[src/rtl/layer_sched_if.sv]
// Handshake and datapath-control bundle between the layer sequencer and the MLP datapath.
// master = sequencer side (drives addresses/strobes), slave = top/datapath side (drives start/hold).
interface layer_sched_if #(
  parameter int NO_HL  = 2,
  parameter int NO_NIL = 784,
  parameter int NO_NHL = 28,
  parameter int NO_NOL = 10
);
  localparam int WW = $clog2(NO_NIL + NO_HL * NO_NHL);
  localparam int XW = $clog2(NO_NIL);
  localparam int AW = $clog2(NO_NHL);
  localparam int LW = $clog2(NO_HL + 1);

  logic          start;
  logic          hold;
  logic          busy;
  logic          done;
  logic [WW-1:0] w_addr;
  logic [XW-1:0] x_addr;
  logic [1:0]    x_src;
  logic          mac_clr;
  logic          mac_en;
  logic          act_en;
  logic          last_layer;
  logic          wr_en;
  logic [AW-1:0] wr_addr;
  logic          wr_dst;
  logic [LW-1:0] layer;

  modport master (
    input  start, hold,
    output busy, done, w_addr, x_addr, x_src, mac_clr, mac_en, act_en,
           last_layer, wr_en, wr_addr, wr_dst, layer
  );

  modport slave (
    output start, hold,
    input  busy, done, w_addr, x_addr, x_src, mac_clr, mac_en, act_en,
           last_layer, wr_en, wr_addr, wr_dst, layer
  );
endinterface

[src/rtl/layer_sched.sv]
// Per-inference layer walker: CLR, MAC (N_in issues), DRAIN, ACT, WB (N_out writes), NEXT; done pulse at end.
// Latency 1+N_in+(1+MAC_LAT)+1+N_out+1 cycles per layer; hold stalls only the MAC address advance.
module layer_sched #(
  parameter int NO_HL   = 2,
  parameter int NO_NIL  = 784,
  parameter int NO_NHL  = 28,
  parameter int NO_NOL  = 10,
  parameter int MAC_LAT = 2
) (
  input  logic            clk,
  input  logic            rst_n,
  layer_sched_if.master   bus
);
  localparam int WW   = $clog2(NO_NIL + NO_HL * NO_NHL);
  localparam int XW   = $clog2(NO_NIL);
  localparam int AW   = $clog2(NO_NHL);
  localparam int LW   = $clog2(NO_HL + 1);
  localparam int CM0  = (NO_NHL > NO_NOL) ? NO_NHL : NO_NOL;
  localparam int CMAX = (CM0 > MAC_LAT + 1) ? CM0 : MAC_LAT + 1;
  localparam int CW   = $clog2(CMAX);

  typedef enum logic [2:0] {
    S_IDLE, S_CLR, S_MAC, S_DRAIN, S_ACT, S_WB, S_NEXT, S_DONE
  } state_t;

  state_t        state_q, state_d;
  logic [XW-1:0] i_q, i_d;
  logic [WW-1:0] w_addr_q, w_addr_d;
  logic [CW-1:0] cnt_q, cnt_d;
  logic [LW-1:0] layer_q, layer_d;
  logic          mac_en_q, mac_en_d;

  logic          is_last;
  logic [XW-1:0] n_in_m1;
  logic [CW-1:0] n_out_m1;
  logic [WW-1:0] base;

  always_comb begin
    is_last  = (layer_q == LW'(NO_HL));
    n_in_m1  = (layer_q == '0) ? XW'(NO_NIL - 1) : XW'(NO_NHL - 1);
    n_out_m1 = is_last ? CW'(NO_NOL - 1) : CW'(NO_NHL - 1);
    base     = '0;
    if (layer_q != '0) begin
      base = WW'(NO_NIL + (int'(layer_q) - 1) * NO_NHL);
    end
  end

  always_comb begin
    state_d  = state_q;
    i_d      = i_q;
    w_addr_d = w_addr_q;
    cnt_d    = cnt_q;
    layer_d  = layer_q;
    mac_en_d = 1'b0;
    unique case (state_q)
      S_IDLE: begin
        if (bus.start) begin
          state_d = S_CLR;
          layer_d = '0;
        end
      end
      S_CLR: begin
        i_d      = '0;
        w_addr_d = base;
        cnt_d    = '0;
        state_d  = S_MAC;
      end
      S_MAC: begin
        // a held cycle issues nothing, so mac_en stays low one cycle later
        if (!bus.hold) begin
          mac_en_d = 1'b1;
          if (i_q == n_in_m1) begin
            state_d = S_DRAIN;
            cnt_d   = '0;
          end else begin
            i_d      = i_q + XW'(1);
            w_addr_d = w_addr_q + WW'(1);
          end
        end
      end
      S_DRAIN: begin
        if (cnt_q == CW'(MAC_LAT)) begin
          state_d = S_ACT;
          cnt_d   = '0;
        end else begin
          cnt_d = cnt_q + CW'(1);
        end
      end
      S_ACT: begin
        state_d = S_WB;
        cnt_d   = '0;
      end
      S_WB: begin
        if (cnt_q == n_out_m1) begin
          state_d = S_NEXT;
        end else begin
          cnt_d = cnt_q + CW'(1);
        end
      end
      S_NEXT: begin
        if (is_last) begin
          state_d = S_DONE;
        end else begin
          layer_d = layer_q + LW'(1);
          state_d = S_CLR;
        end
      end
      S_DONE: begin
        layer_d  = '0;
        i_d      = '0;
        w_addr_d = '0;
        cnt_d    = '0;
        state_d  = S_IDLE;
      end
      default: state_d = S_IDLE;
    endcase
  end

  always_ff @(posedge clk or negedge rst_n) begin
    if (!rst_n) begin
      state_q  <= S_IDLE;
      i_q      <= '0;
      w_addr_q <= '0;
      cnt_q    <= '0;
      layer_q  <= '0;
      mac_en_q <= 1'b0;
    end else begin
      state_q  <= state_d;
      i_q      <= i_d;
      w_addr_q <= w_addr_d;
      cnt_q    <= cnt_d;
      layer_q  <= layer_d;
      mac_en_q <= mac_en_d;
    end
  end

  logic active;
  assign active = (state_q != S_IDLE);

  assign bus.busy       = active;
  assign bus.done       = (state_q == S_DONE);
  assign bus.mac_clr    = (state_q == S_CLR);
  assign bus.mac_en     = mac_en_q;
  assign bus.act_en     = (state_q == S_ACT);
  assign bus.wr_en      = (state_q == S_WB);
  assign bus.wr_addr    = (state_q == S_WB) ? AW'(cnt_q) : '0;
  assign bus.w_addr     = w_addr_q;
  assign bus.x_addr     = i_q;
  assign bus.layer      = layer_q;
  assign bus.last_layer = active && is_last;
  assign bus.wr_dst     = active && layer_q[0];

  // layer k>0 reads what layer k-1 wrote: odd k -> buffer A, even k -> buffer B
  always_comb begin
    bus.x_src = 2'd0;
    if (active && (layer_q != '0)) begin
      bus.x_src = layer_q[0] ? 2'd1 : 2'd2;
    end
  end
endmodule

[src/flat_wrapper.sv]
// flat-port wrapper written by rule: the top's interface ports become plain ports
module layer_sched_flat 
#(
  parameter int NO_HL   = 2,
  parameter int NO_NIL  = 784,
  parameter int NO_NHL  = 28,
  parameter int NO_NOL  = 10,
  parameter int MAC_LAT = 2
)
  (clk, rst_n, bus_start, bus_hold, bus_busy, bus_done, bus_w_addr, bus_x_addr, bus_x_src, bus_mac_clr, bus_mac_en, bus_act_en, bus_last_layer, bus_wr_en, bus_wr_addr, bus_wr_dst, bus_layer);
  layer_sched_if #(.NO_HL(NO_HL), .NO_NIL(NO_NIL), .NO_NHL(NO_NHL), .NO_NOL(NO_NOL)) bus_i ();
  input  logic clk;
  input  logic rst_n;
  input wire logic [$bits(bus_i.start)-1:0] bus_start;
  input wire logic [$bits(bus_i.hold)-1:0] bus_hold;
  output wire logic [$bits(bus_i.busy)-1:0] bus_busy;
  output wire logic [$bits(bus_i.done)-1:0] bus_done;
  output wire logic [$bits(bus_i.w_addr)-1:0] bus_w_addr;
  output wire logic [$bits(bus_i.x_addr)-1:0] bus_x_addr;
  output wire logic [$bits(bus_i.x_src)-1:0] bus_x_src;
  output wire logic [$bits(bus_i.mac_clr)-1:0] bus_mac_clr;
  output wire logic [$bits(bus_i.mac_en)-1:0] bus_mac_en;
  output wire logic [$bits(bus_i.act_en)-1:0] bus_act_en;
  output wire logic [$bits(bus_i.last_layer)-1:0] bus_last_layer;
  output wire logic [$bits(bus_i.wr_en)-1:0] bus_wr_en;
  output wire logic [$bits(bus_i.wr_addr)-1:0] bus_wr_addr;
  output wire logic [$bits(bus_i.wr_dst)-1:0] bus_wr_dst;
  output wire logic [$bits(bus_i.layer)-1:0] bus_layer;
  assign bus_i.start = bus_start;
  assign bus_i.hold = bus_hold;
  assign bus_busy = bus_i.busy;
  assign bus_done = bus_i.done;
  assign bus_w_addr = bus_i.w_addr;
  assign bus_x_addr = bus_i.x_addr;
  assign bus_x_src = bus_i.x_src;
  assign bus_mac_clr = bus_i.mac_clr;
  assign bus_mac_en = bus_i.mac_en;
  assign bus_act_en = bus_i.act_en;
  assign bus_last_layer = bus_i.last_layer;
  assign bus_wr_en = bus_i.wr_en;
  assign bus_wr_addr = bus_i.wr_addr;
  assign bus_wr_dst = bus_i.wr_dst;
  assign bus_layer = bus_i.layer;
  layer_sched #(.NO_HL(NO_HL), .NO_NIL(NO_NIL), .NO_NHL(NO_NHL), .NO_NOL(NO_NOL), .MAC_LAT(MAC_LAT)) u_core (.clk(clk), .rst_n(rst_n), .bus(bus_i));
endmodule
[config.mk]
export PLATFORM = sky130hd
export DESIGN_NAME = layer_sched_flat
export DESIGN_NICKNAME = d
export VERILOG_FILES = /design/src/rtl/layer_sched_if.sv /design/src/rtl/layer_sched.sv /design/src/flat_wrapper.sv
export SDC_FILE = /design/constraint.sdc
export NUM_CORES = 1
export LEC_CHECK = 0
export BUFFER_PORTS_ARGS = -buffer_cell sky130_fd_sc_hd__buf_2
export CORE_MARGIN = 2
export CORE_UTILIZATION = 55
export DETAILED_ROUTE_END_ITERATION = 8
export PLACE_DENSITY = 0.82
export SYNTH_ARGS = -nofsm -noshare
export SYNTH_HDL_FRONTEND = slang
export SYNTH_SLANG_ARGS = --single-unit
[constraint.sdc]
create_clock -name clk -period 2.57 [get_ports clk]
set_input_delay 0.514 -clock clk [delete_from_list [all_inputs] [get_ports clk]]
set_output_delay 0.514 -clock clk [all_outputs]
set_load 0.03 [all_outputs]
### After elaboration in Yosys (flattened, before gate mapping)

Cells that the tools add are included.

| storage, ports and cells | value |
|---|---|
| output and inout bits | 37 |
| flip-flop bits (word level) | 31 |
| logic and storage cells | 79 |
| input bits | 4 |

| cells by class | value |
|---|---|
| eq/ne operators | 19 |
| reduce and logical (&&, ||, !) cells | 18 |
| $mul | 1 |
| multiplexer cells | 29 |
| add/subtract/negate cells | 6 |

Operators with widths:

| operator | number |
|---|---|
| $mux 10 | 6 |
| $mul 32x4->8 const B | 1 |
| $mux 5 | 6 |
| $pmux 10 s3 | 1 |
| $pmux 3 s8 | 1 |
| $add 10x1->10 const B | 2 |
| $pmux 10 s2 | 1 |
| $pmux 5 s4 | 1 |
| $mux 3 | 6 |
| $eq 3x3->1 const B | 4 |
| $add 9x10->10 const A | 1 |
| $eq 10x10->1 | 1 |
| $ne 2x2->1 const B | 5 |
| $reduce_and 3->1 | 3 |
| $reduce_bool 3->1 | 3 |
| $mux 2 | 4 |
| $eq 3x2->1 const B | 2 |
| $ne 2x1->1 const B | 3 |
| $pmux 2 s3 | 1 |
| $add 5x1->5 const B | 1 |
| $eq 5x2->1 const B | 1 |
| $eq 5x5->1 | 1 |
| $reduce_and 5->1 | 1 |
| $reduce_and 4->1 | 1 |
| 12 further kinds | 16 |

### Depth between registers and ports, before layout

Gate-level depths: netlist of run 1.

| logic depth | value |
|---|---|
| word-level depth | 6 |
| depth in mapped cells | 9 |
| mapped depth without buffers | 7 |

### Worst setup path after synthesis of run 1

OpenSTA, ideal clock, no wires.

| timing path | value |
|---|---|
| path type | reg2reg |
| start | reg u_core.layer_q[0], in the netlist u_core.bus.layer[0] |
| end | reg u_core.i_q[9], in the netlist u_core.bus.x_addr[9] |
| clock period less this slack | 2541 ps |
| library setup time | 119 ps |
| path slack | 29 ps |
| cell stages (with the launch flop) | 10 |
| required time | 2451 ps |
| path buffers | 2 |
| arrival | 2422 ps |
| path through | dfrtp_1 -> clkbuf_1 -> inv_1 -> ha_1 -> or4b_4 -> mux2i_4 -> o2bb2ai_2 -> buf_6 -> nor3_1 -> o21a_1 |

| on the way | value |
|---|---|
| cells in the longest elaborated chain, start to end | 5 |

RTL lines:

| item | RTL line | text |
|---|---|---|
| start: declaration | layer_sched.sv:30 | `logic [LW-1:0] layer_q, layer_d;` |
| start signal: assignment | layer_sched.sv:132 | `layer_q <= layer_d;` |
| $logic_not 2->1 | layer_sched.sv:40 | `n_in_m1 = (layer_q == '0) ? XW'(NO_NIL - 1) : XW'(NO_NHL - 1);` |
| $mux 10 | layer_sched.sv:40 |  |
| $eq 10x10->1 | layer_sched.sv:72 | `if (i_q == n_in_m1) begin` |
| $ne 2x2->1 (no source line) | n/a |  |
| $reduce_and 3->1 (no source line) | n/a |  |
| end signal: assignment | layer_sched.sv:129 | `i_q <= i_d;` |
| end: declaration | layer_sched.sv:27 | `logic [XW-1:0] i_q, i_d;` |

Every way passes these cells.
A chain may end at the register's enable or synchronous reset.

### Worst setup path in the final report of run 1

| timing path | value |
|---|---|
| start | reg u_core.state_q[2] |
| end | out bus_x_src[0] |

| on the way | value |
|---|---|
| cells in the longest elaborated chain, start to end | 3 |

RTL lines:

| item | RTL line | text |
|---|---|---|
| start: declaration | layer_sched.sv:26 | `state_t state_q, state_d;` |
| start signal: assignment | layer_sched.sv:128 | `state_q <= state_d;` |
| $reduce_bool 3->1 | layer_sched.sv:138 | `assign active = (state_q != S_IDLE);` |
| $logic_and 1x1->1 | layer_sched.sv:156 | `if (active && (layer_q != '0)) begin` |
| $mux 2 | layer_sched.sv:156 |  |
| end: declaration | flat_wrapper.sv:20 | `output wire logic [$bits(bus_i.x_src)-1:0] bus_x_src;` |

Every way passes these cells.

==> results of run 1 <==
## power groups by stage
stage               registers (W)  clock network [W]  logic (W)
floorplan                 0.00106                  0   0.000978
global placement         0.000874                  0    0.00150
detailed placement       0.000882                  0    0.00154
CTS                      0.000875           0.000508    0.00155
global route             0.000910           0.000534    0.00170
finish                   0.000878           0.000497    0.00154
## logic make-up after synthesis
kind of cell    after synthesis
mux                           4
flops                        31
compound gates               60
fa+ha+maj                     9
xor+xnor                      6
simple gates                 99
buf+inv                      24
## registers in the layout, summed over array words and instances (netlist names)
name,cells
u_core.bus.w_addr,10
u_core.bus.mac_en,1
u_core.bus.layer,2
u_core.bus.x_addr,10
u_core.cnt_q,5
u_core.state_q,3
## routing by layer
metal / track usage, % / up-vias / wire, um
li1: - / 910 / -
met1: 33.1 / 912 / 2180
met2: 40.1 / 47 / 2240
met3: 5.82 / 7 / 208
met4: 6.51 / 0 / 56
met5: 0 / - / 0
## cell usage in the layout, fill, tap and decap left out, drive strengths merged, types with 2 or more instances in the layout
cell	synthesis	layout
nor3b	3	3
or4b	2	2
o32a	3	3
xnor2	5	5
nand2	25	25
or3b	2	2
nand3b	3	3
nor2	22	22
buf	5	45
and3	5	5
clkbuf	7	6
a41oi	2	2
dfrtp	31	31
or3	4	4
a211o	3	3
mux2i	3	3
nor2b	2	2
a21oi	11	11
a31oi	3	3
ha	9	9
o21ai	20	20
clkinv	1	2
nand4	5	5
o21a	5	5
inv	11	11
nand3	9	9
and2	9	9
nor3	4	4
## cells in the mapped netlist (3+ instances only)
| cell type | count | share of area [%] |
|---|---|---|
| dfrtp_1 | 31 | 38 |
| nand2_1 | 25 | 4.6 |
| nor2_1 | 21 | 3.8 |
| o21ai_0 | 17 | 4.1 |
| a21oi_1 | 11 | 2.7 |
| inv_1 | 11 | 2.0 |
| and2_1 | 9 | 2.7 |
| ha_1 | 9 | 5.5 |
| nand3_1 | 9 | 2.2 |
| clkbuf_1 | 7 | 1.3 |
| and3_1 | 5 | 1.5 |
| nand4_1 | 5 | 1.5 |
| o21a_1 | 5 | 1.8 |
| xnor2_1 | 5 | 2.1 |
| nor3_1 | 4 | 0.97 |
| or3_1 | 4 | 1.2 |
| a211o_1 | 3 | 1.3 |
| a31oi_1 | 3 | 0.91 |
| nand3b_1 | 3 | 1.1 |
| nor3b_1 | 3 | 1.1 |
| o21ai_1 | 3 | 0.73 |
| o32a_1 | 3 | 1.5 |
## stage by stage
step / util [%] / worst slack (ns)
3_3_place_gp: 62.9 / 0.352
3_5_place_dp: 62.9 / 0.288
6_report: 66.1 / 0.198
4_1_cts: 66.1 / 0.183
5_1_grt: 66.1 / 0.115
2_1_floorplan: - / 0.0290
## worst reg2reg max path, delay by kind of cell, from the launching register on
kind                     cells  cell delay (ns)
AO/OA/AOI/OAI                3             0.73
AND/OR/NAND/NOR              1             0.54
flip-flops                   1             0.39
multiplexers                 1             0.22
adder cells (fa/ha/maj)      1             0.21
buffers and inverters        1             0.11
## worst paths after layout
path	start	endpoint	slack, ns	cells past startpoint
max in group asynchronous	rst_n	u_core.cnt_q[1]	1.84	1
worst min register to register	u_core.bus.w_addr[9]	u_core.bus.w_addr[9]	0.54	1
worst max-delay path	u_core.state_q[2]	bus_x_src[0]	0.20	5
worst max register to register	u_core.bus.layer[1]	u_core.bus.w_addr[8]	0.29	7
worst min-delay path	rst_n	u_core.bus.w_addr[9]	0.27	1
min in group clk	bus_hold	u_core.bus.mac_en	0.48	2
## layout make-up
| class | count | area (um2) | share of cell area (%) |
|---|---|---|---|
| Multi-Input combinational cell | 178 | 1170 | 48.5 |
| Sequential cell | 31 | 776 | 32.3 |
| Timing Repair Buffer | 45 | 238 | 9.90 |
| Clock buffer | 6 | 82.6 | 3.44 |
| Tap cell | 48 | 60.1 | 2.50 |
| Inverter | 12 | 45.0 | 1.88 |
| Clock inverter | 2 | 35.0 | 1.46 |
==> impl_metrics.env, run 1 <==
export IMPL_status="complete, no violations"
export IMPL_peakVddDrop_v=0.000626
export IMPL_rsz0062_at_grt="false"
export IMPL_avgRoutedWirePerCell_um=14.5
export IMPL_period_minus_slack_ns=2.37
export IMPL_route_detailed_drc=0
export IMPL_antenna_cells=0
export IMPL_synth_top_family_by_area="simple AND/OR/NAND/NOR gates"
export IMPL_timing_final_max_slew_violations=0
export IMPL_worst_path_largest_cell_delay_ns=0.48
export IMPL_drtAntennaViolNets=0
export IMPL_drive_gt1_share_pct=22.3
export IMPL_synthSimpleGateAreaFrac_pct=25.9
export IMPL_post_cts_buffers=0
export IMPL_required_ns=2.06
export IMPL_stdcell_area_um2=2400
export IMPL_p_int_w=0.00149
export IMPL_period_share_pct=92.3
export IMPL_fillers=345
export IMPL_synthArstFlopShare_pct=100
export IMPL_drt_pass1_iter_count=4
export IMPL_clock_fmax_ghz=0.422
export IMPL_die_x_um=65.1
export IMPL_synth_edf_count=0
export IMPL_worstPathCellList="buf_4 -> or3_1 -> and2_1 -> nor2b_1 -> buf_2"
export IMPL_gp_congestion=0.838
export IMPL_ios=41
export IMPL_dieArea_um2=4240
export IMPL_cts_resized=0
export IMPL_drt_iter0_drc=239
export IMPL_p_leak_nw=1.16
export IMPL_grt_max_degree=32
export IMPL_yosysSeqAreaShare_pct=37.7
export IMPL_setup_tns_ns=0
export IMPL_cp_max_fo=13
export IMPL_synth_adder_area_share_pct=5.48
export IMPL_seq_power_share_pct=30.1
export IMPL_syn_area_um2=2060
export IMPL_synthMuxAreaShare_pct=2.62
export IMPL_place_inst=314
export IMPL_grt_pass1_vias=1711
export IMPL_fp_dieH_um=65.1
export IMPL_dp_hpwl_um=3350
export IMPL_cts_tree="done"
export IMPL_synth_area_per_cell_um2=8.82
export IMPL_htree_levels=2
export IMPL_worst_hold_slack_ns=0.274
export IMPL_tightestPinTransition_ns=0.762
export IMPL_fin_nets=286
export IMPL_synth_distinct_cells=53
export IMPL_core_area_um2=3630
export IMPL_clk_path_buf_depth=2
export IMPL_path_clk_slew_ns=0.07
export IMPL_path_delay_family="simple AND/OR/NAND/NOR gates"
export IMPL_cts_hold_buf=0
export IMPL_synth_warnings=0
export IMPL_synth_seq_cells=31
export IMPL_p_sw_w=0.00143
export IMPL_setup_violations_final=0
export IMPL_startpoint_type="register"
export IMPL_path_class="reg2out"
export IMPL_worst_path_buf_inv=2
export IMPL_initial_utilization_pct=56.6
export IMPL_finalClockSkew_ns=0.00542
export IMPL_crit_path_end_kind="output pin"
export IMPL_vias=1876
export IMPL_io_buffer_count=40
export IMPL_antenna_found_initial=0
export IMPL_combPwrFrac_pct=52.9
export IMPL_arrival_ns=1.86
export IMPL_cp_slowest_cell="or3_1"
export IMPL_synth_xor_area_share_pct=2.56
export IMPL_cts_sinks=31
export IMPL_clkPwrFrac_pct=17.0
export IMPL_grt_usage_pct=24.6
export IMPL_rows=22
export IMPL_min_delay_path_class="in2async"
export IMPL_p_per_area_nw_per_um2=1220
export IMPL_maxCapViolations=0
export IMPL_routed_wl_um=4690
export IMPL_synth_flop_cell="dfrtp_1"
export IMPL_syn_to_final_growth_pct=16.9
export IMPL_p_sw_share_pct=48.9
export IMPL_grt_pass1_wl_um=8090
export IMPL_slew_headroom_pct=48.9
export IMPL_fin_cells=322
export IMPL_overflow=0
export IMPL_synthesis_nets=246
export IMPL_numCtsBuffers=5
export IMPL_dpl_cell_area_um2=2280
export IMPL_root_buffer="clkbuf_8"
export IMPL_synth_compound_area_share_pct=20.2
export IMPL_vias_per_cell=5.83
export IMPL_hold_violations=0
export IMPL_clk_latency_ns=0.28
export IMPL_syn_inst=233
export IMPL_total_power_w=0.00292
Note: power is estimated with default switching activity, not from simulation.
==> inputs of run 2 (changes only) <==
--- a/config.mk
+++ b/config.mk
@@ -5,11 +5,12 @@
 export SDC_FILE = /design/constraint.sdc
 export NUM_CORES = 1
 export LEC_CHECK = 0
+export ABC_AREA = 1
 export BUFFER_PORTS_ARGS = -buffer_cell sky130_fd_sc_hd__buf_2
-export CORE_MARGIN = 2
 export CORE_UTILIZATION = 55
 export DETAILED_ROUTE_END_ITERATION = 8
-export PLACE_DENSITY = 0.82
+export GPL_ROUTABILITY_DRIVEN = 0
+export PLACE_DENSITY = 0.81
 export SYNTH_ARGS = -nofsm -noshare
 export SYNTH_HDL_FRONTEND = slang
 export SYNTH_SLANG_ARGS = --single-unit
==> impl_metrics.env, run 2 <==
export IMPL_ys_top_cells_by_count="nand2_1, inv_1, dfrtp_1, nor2_1, nand3_1"
export IMPL_p_sw_w=0.000596
export IMPL_vias=2073
export IMPL_drt_iter0_drc=97
export IMPL_grt_usage_pct=25.2
export IMPL_synth_most_common_cell="nand2_1"
export IMPL_combPwrFrac_pct=31.7
export IMPL_synthArstFlopShare_pct=100
export IMPL_status="complete, no violations"
export IMPL_yosysSeqAreaShare_pct=35.9
export IMPL_cts_resized=0
export IMPL_synth_top_cell_by_area="dfrtp_1"
export IMPL_p_leak_nw=1.37
export IMPL_setup_violations_final=0
export IMPL_cts_tree="done"
export IMPL_numCtsBuffers=5
export IMPL_rsz0062_at_grt="false"
export IMPL_syn_area_um2=2160
export IMPL_cp_max_fo=7
export IMPL_avgRoutedWirePerCell_um=11.9
export IMPL_io_buffer_count=40
export IMPL_drt_pass1_iter_count=4
export IMPL_synth_compound_area_share_pct=8.23
export IMPL_synthSimpleGateAreaFrac_pct=39.6
export IMPL_r2r_slack_ns=0.67
export IMPL_period_minus_slack_ns=2.16
export IMPL_yosys_area_top_type_share_pct=35.9
export IMPL_synth_adder_area_share_pct=5.22
export IMPL_maxCapViolations=0
export IMPL_synth_area_per_cell_um2=7.05
export IMPL_arrival_ns=1.65
export IMPL_drive_gt1_share_pct=21.0
export IMPL_p_int_w=0.000896
export IMPL_cts_sinks=31
export IMPL_synthTopCellsByArea="dfrtp_1, nand2_1, nand3_1"
export IMPL_synth_distinct_cells=25
export IMPL_syn_inst=306
export IMPL_hold_violations=0
export IMPL_p_sw_share_pct=39.9
export IMPL_synth_xor_area_share_pct=2.84
export IMPL_seq_power_share_pct=43.8
export IMPL_vias_per_cell=5.18
export IMPL_overflow=0
export IMPL_initial_utilization_pct=58.1
export IMPL_clkPwrFrac_pct=24.5
export IMPL_pre_cts_ws_ns=0.698
export IMPL_dp_hpwl_um=3650
export IMPL_core_area_um2=3720
export IMPL_routed_wl_um=4770
export IMPL_die_x_um=64.6
export IMPL_clock_fmax_ghz=0.462
export IMPL_p_per_area_nw_per_um2=602
export IMPL_drtAntennaViolNets=0
export IMPL_rows=22
export IMPL_place_inst=392
export IMPL_antenna_cells=0
export IMPL_path_class="reg2out"
export IMPL_synth_edf_count=0
export IMPL_finalClockSkew_ns=0.0107
export IMPL_peakVddDrop_v=0.000646
export IMPL_required_ns=2.06
export IMPL_startpoint_type="register"
export IMPL_ios=41
export IMPL_grt_pass1_wl_um=8060
export IMPL_fin_util_pct=66.7
export IMPL_cts_hold_buf=0
export IMPL_root_buffer="clkbuf_8"
export IMPL_tightestPinTransition_ns=0.685
export IMPL_timing_final_max_slew_violations=0
export IMPL_worst_hold_slack_ns=0.274
export IMPL_synth_flop_cell="dfrtp_1"
export IMPL_synth_warnings=0
export IMPL_synth_top_family_by_area="simple AND/OR/NAND/NOR gates"
export IMPL_grt_max_degree=32
export IMPL_setup_tns_ns=0
export IMPL_slew_headroom_pct=54.3
export IMPL_dieArea_um2=4180
export IMPL_crit_path_end_kind="output pin"
export IMPL_fin_cells=400
export IMPL_fin_nets=364
export IMPL_min_delay_path_class="in2async"
export IMPL_grt_pass1_vias=1772
export IMPL_setup_slack_ns=0.407
export IMPL_synth_seq_cells=31
export IMPL_final_common_cell="nand2_1"
export IMPL_antenna_found_initial=0
export IMPL_fp_dieH_um=64.6
export IMPL_clk_latency_ns=0.28
export IMPL_synthMuxAreaShare_pct=0
export IMPL_route_detailed_drc=0
export IMPL_synthesis_nets=319
export IMPL_post_cts_buffers=0
export IMPL_mostFrequentLayoutCells="nand2_1, buf_2, inv_1"
export IMPL_clk_path_buf_depth=2
export IMPL_period_share_pct=84.1
export IMPL_htree_levels=2
export IMPL_path_clk_slew_ns=0.07
export IMPL_syn_to_final_growth_pct=14.8
[run 2: changes by cell type in the layout (fill, tap and decap cells not counted), moves of 7 or more]
cell,change
nand4_1,+7
nand2_1,+74
nor2_1,+10
o21ai_2,+7
inv_2,+8
and2_1,-9
inv_1,+22
nand3_1,+17
[run 2: path summary, 6_finish.rpt]
path,startpoint,end,cells after the start
worst min-delay path,rst_n,u_core.bus.w_addr[4],1
worst max-delay path,u_core.bus.layer[0],bus_x_src[0],4
max in group asynchronous,rst_n,u_core.cnt_q[4],1
min in group clk,bus_hold,u_core.bus.mac_en,2
worst max register to register,u_core.bus.layer[0],u_core.state_q[1],12
worst min register to register,u_core.cnt_q[4],u_core.cnt_q[4],2
[run 2: power groups by stage]
stage	sequential [W]	combinational [W]	clock [W]
floorplan	0.000782	0.000218	0
global placement	0.000660	0.000467	0
detailed placement	0.000662	0.000471	0
CTS	0.000654	0.000475	0.000376
global route	0.000668	0.000525	0.000392
finish	0.000654	0.000472	0.000365
[run 2: cell type report]
cell class / instances / area (um2)
Clock buffer: 7 / 76.3
Inverter: 41 / 154
Multi-Input combinational cell: 232 / 1210
Tap cell: 48 / 60.1
Timing Repair Buffer: 40 / 200
Clock inverter: 1 / 5.00
Fill cell: 346 / 1240
Sequential cell: 31 / 776
[run 2: logic make-up after synthesis]
kind of cell             count (synthesis)
buffers and inverters                   43
AO/OA/AOI/OAI                           29
XOR/XNOR                                 7
AND/OR/NAND/NOR                        187
flip-flops                              31
adder cells (fa/ha/maj)                  9
[run 2: metal layers]
metal / vias up / share of wire (%) / GRT usage (%) / wire, um
met5: - / 0 / 0 / 0
met4: 0 / 1.2 / 8.06 / 59
met3: 5 / 5.8 / 4.40 / 279
met2: 57 / 47 / 40.3 / 2230
met1: 937 / 46 / 34.6 / 2200
li1: 1074 / - / - / -
[run 2: critical path, stage by stage, from the launching register on]
cell	delay (ns)
dfrtp_1	0.45
inv_1	0.16
ha_1	0.29
nor3_1	0.23
buf_2	0.24
[run 2: through the flow]
| step | area [um2] | power [W] |
|---|---|---|
| detailed placement | 2400 | 0.00113 |
| finish | 2480 | 0.00149 |
| CTS | 2480 | 0.00150 |
| floorplan | 2160 | 0.00100 |
| global placement | 2400 | 0.00113 |
| global route | 2480 | 0.00159 |
==> inputs of run 3 (changes only) <==
==> constraint.sdc (replaced) <==
create_clock -name clk -period 2 [get_ports clk]
set_input_delay 0.4 -clock clk [delete_from_list [all_inputs] [get_ports clk]]
set_output_delay 0.4 -clock clk [all_outputs]
set_load 0.03 [all_outputs]
==> impl_metrics.env, run 3 (synthesis results as in run 2) <==
export IMPL_status="complete, no violations"
export IMPL_routed_wl_um=4920
export IMPL_fp_dieH_um=64.6
export IMPL_path_class="reg2out"
export IMPL_grt_pass1_vias=1947
export IMPL_cts_sinks=31
export IMPL_fin_nets=367
export IMPL_dp_hpwl_um=3750
export IMPL_fillers=333
export IMPL_numCtsBuffers=5
export IMPL_setup_slack_ns=0.0438
export IMPL_drive_gt1_share_pct=22.3
export IMPL_startpoint_type="register"
export IMPL_path_clk_slew_ns=0.07
export IMPL_grt_max_degree=32
export IMPL_p_sw_share_pct=39.7
export IMPL_p_sw_w=0.000757
export IMPL_maxCapViolations=0
export IMPL_clock_fmax_ghz=0.511
export IMPL_min_delay_path_class="in2async"
export IMPL_cp_max_fo=5
export IMPL_tightestPinTransition_ns=0.692
export IMPL_cts_tree="done"
export IMPL_vias_per_cell=5.25
export IMPL_slew_headroom_pct=53.8
export IMPL_clk_latency_ns=0.28
export IMPL_timing_final_max_slew_violations=0
export IMPL_p_leak_nw=1.39
export IMPL_total_power_w=0.00191
export IMPL_seq_power_share_pct=43.9
export IMPL_setup_violations_final=0
export IMPL_drt_iter0_drc=138
export IMPL_hold_violations=0
export IMPL_clkPwrFrac_pct=24.5
export IMPL_clk_path_buf_depth=2
export IMPL_antenna_cells=0
export IMPL_required_ns=1.60
export IMPL_vias=2116
export IMPL_finalClockSkew_ns=0.00909
export IMPL_core_area_um2=3720
export IMPL_crit_path_end_kind="output pin"
export IMPL_p_per_area_nw_per_um2=761
export IMPL_arrival_ns=1.56
export IMPL_drtAntennaViolNets=0
export IMPL_combPwrFrac_pct=31.5
export IMPL_worst_hold_slack_ns=0.159
export IMPL_avgRoutedWirePerCell_um=12.2
export IMPL_antenna_found_initial=0
export IMPL_route_detailed_drc=0
export IMPL_peakVddDrop_v=0.000692
export IMPL_htree_levels=2
export IMPL_period_minus_slack_ns=1.96
export IMPL_grt_pass1_wl_um=8690
export IMPL_mostFrequentLayoutCells="nand2_1, buf_2, inv_1"
export IMPL_initial_utilization_pct=58.1
export IMPL_fin_util_pct=67.5
export IMPL_p_int_w=0.00115
export IMPL_syn_to_final_growth_pct=16.2
export IMPL_io_buffer_count=40
export IMPL_dpl_cell_area_um2=2400
export IMPL_overflow=0
export IMPL_root_buffer="clkbuf_8"
export IMPL_final_common_cell="nand2_1"
export IMPL_die_x_um=64.6
export IMPL_pre_cts_ws_ns=0.208
export IMPL_period_share_pct=97.8
export IMPL_drt_pass1_iter_count=4
export IMPL_stdcell_area_um2=2510
export IMPL_rsz0062_at_grt="true"
export IMPL_ios=41
export IMPL_grt_usage_pct=27.1
export IMPL_dieArea_um2=4180
export IMPL_rows=22
## run 3: final cells by class
class,instances,area [um2],area share (%)
clock inverters,1,5.00,0.200
well taps,48,60.1,2.39
repair buffers,43,230,9.18
clock buffers,7,76.3,3.04
inverters,41,154,6.13
flip-flops and latches,31,777,31.0
multi-input cells,232,1210,48.1
## run 3: final timing paths
path                       slack (ns)                   end                  from  cells past startpoint
max                              0.04          bus_x_src[1]   u_core.bus.layer[1]                      4
min                              0.16  u_core.bus.w_addr[6]                 rst_n                      1
max reg2reg                      0.20  u_core.bus.x_addr[6]  u_core.bus.x_addr[0]                      9
min reg2reg                      0.51       u_core.cnt_q[4]       u_core.cnt_q[4]                      2
max in group asynchronous        1.36     u_core.state_q[1]                 rst_n                      1
min in group clk                 0.36     u_core.bus.mac_en              bus_hold                      2
## run 3: power groups by stage
stage	Sequential [W]	Combinational (W)	Clock, W
detailed placement	0.000846	0.000603	0
finish	0.000839	0.000602	0.000468
global placement	0.000844	0.000600	0
floorplan	0.00100	0.000280	0
CTS	0.000836	0.000605	0.000485
global route	0.000853	0.000672	0.000512
## run 3: stage by stage
stage	TNS, ns	instances
6_report	0	403
5_1_grt	-0.0407	403
4_1_cts	0	401
3_5_place_dp	0	393
3_3_place_gp	0	393
2_1_floorplan	-0.282	306
## run 3: metal layers
layer,share of wire [%],track usage (%),vias to the layer above,wire length (um)
li1,-,-,1083,-
met1,44,33.1,972,2180
met2,49,45.8,52,2430
met3,4.7,6.16,9,232
met4,1.8,11.1,0,87
met5,0,0,-,0
## run 3: timing repair
action | in CTS | in global routing
buffers inserted | 0 | 2
hold buffers | 0 | 0
endpoints found under the setup margin | 0 | 8
gates resized for setup | 0 | 5
## run 3: critical path, stage by stage, from the launching register on
cell and delay [ns]:
dfrtp_1 0.41, inv_1 0.12, ha_1 0.26, nor3_1 0.27, buf_4 0.22
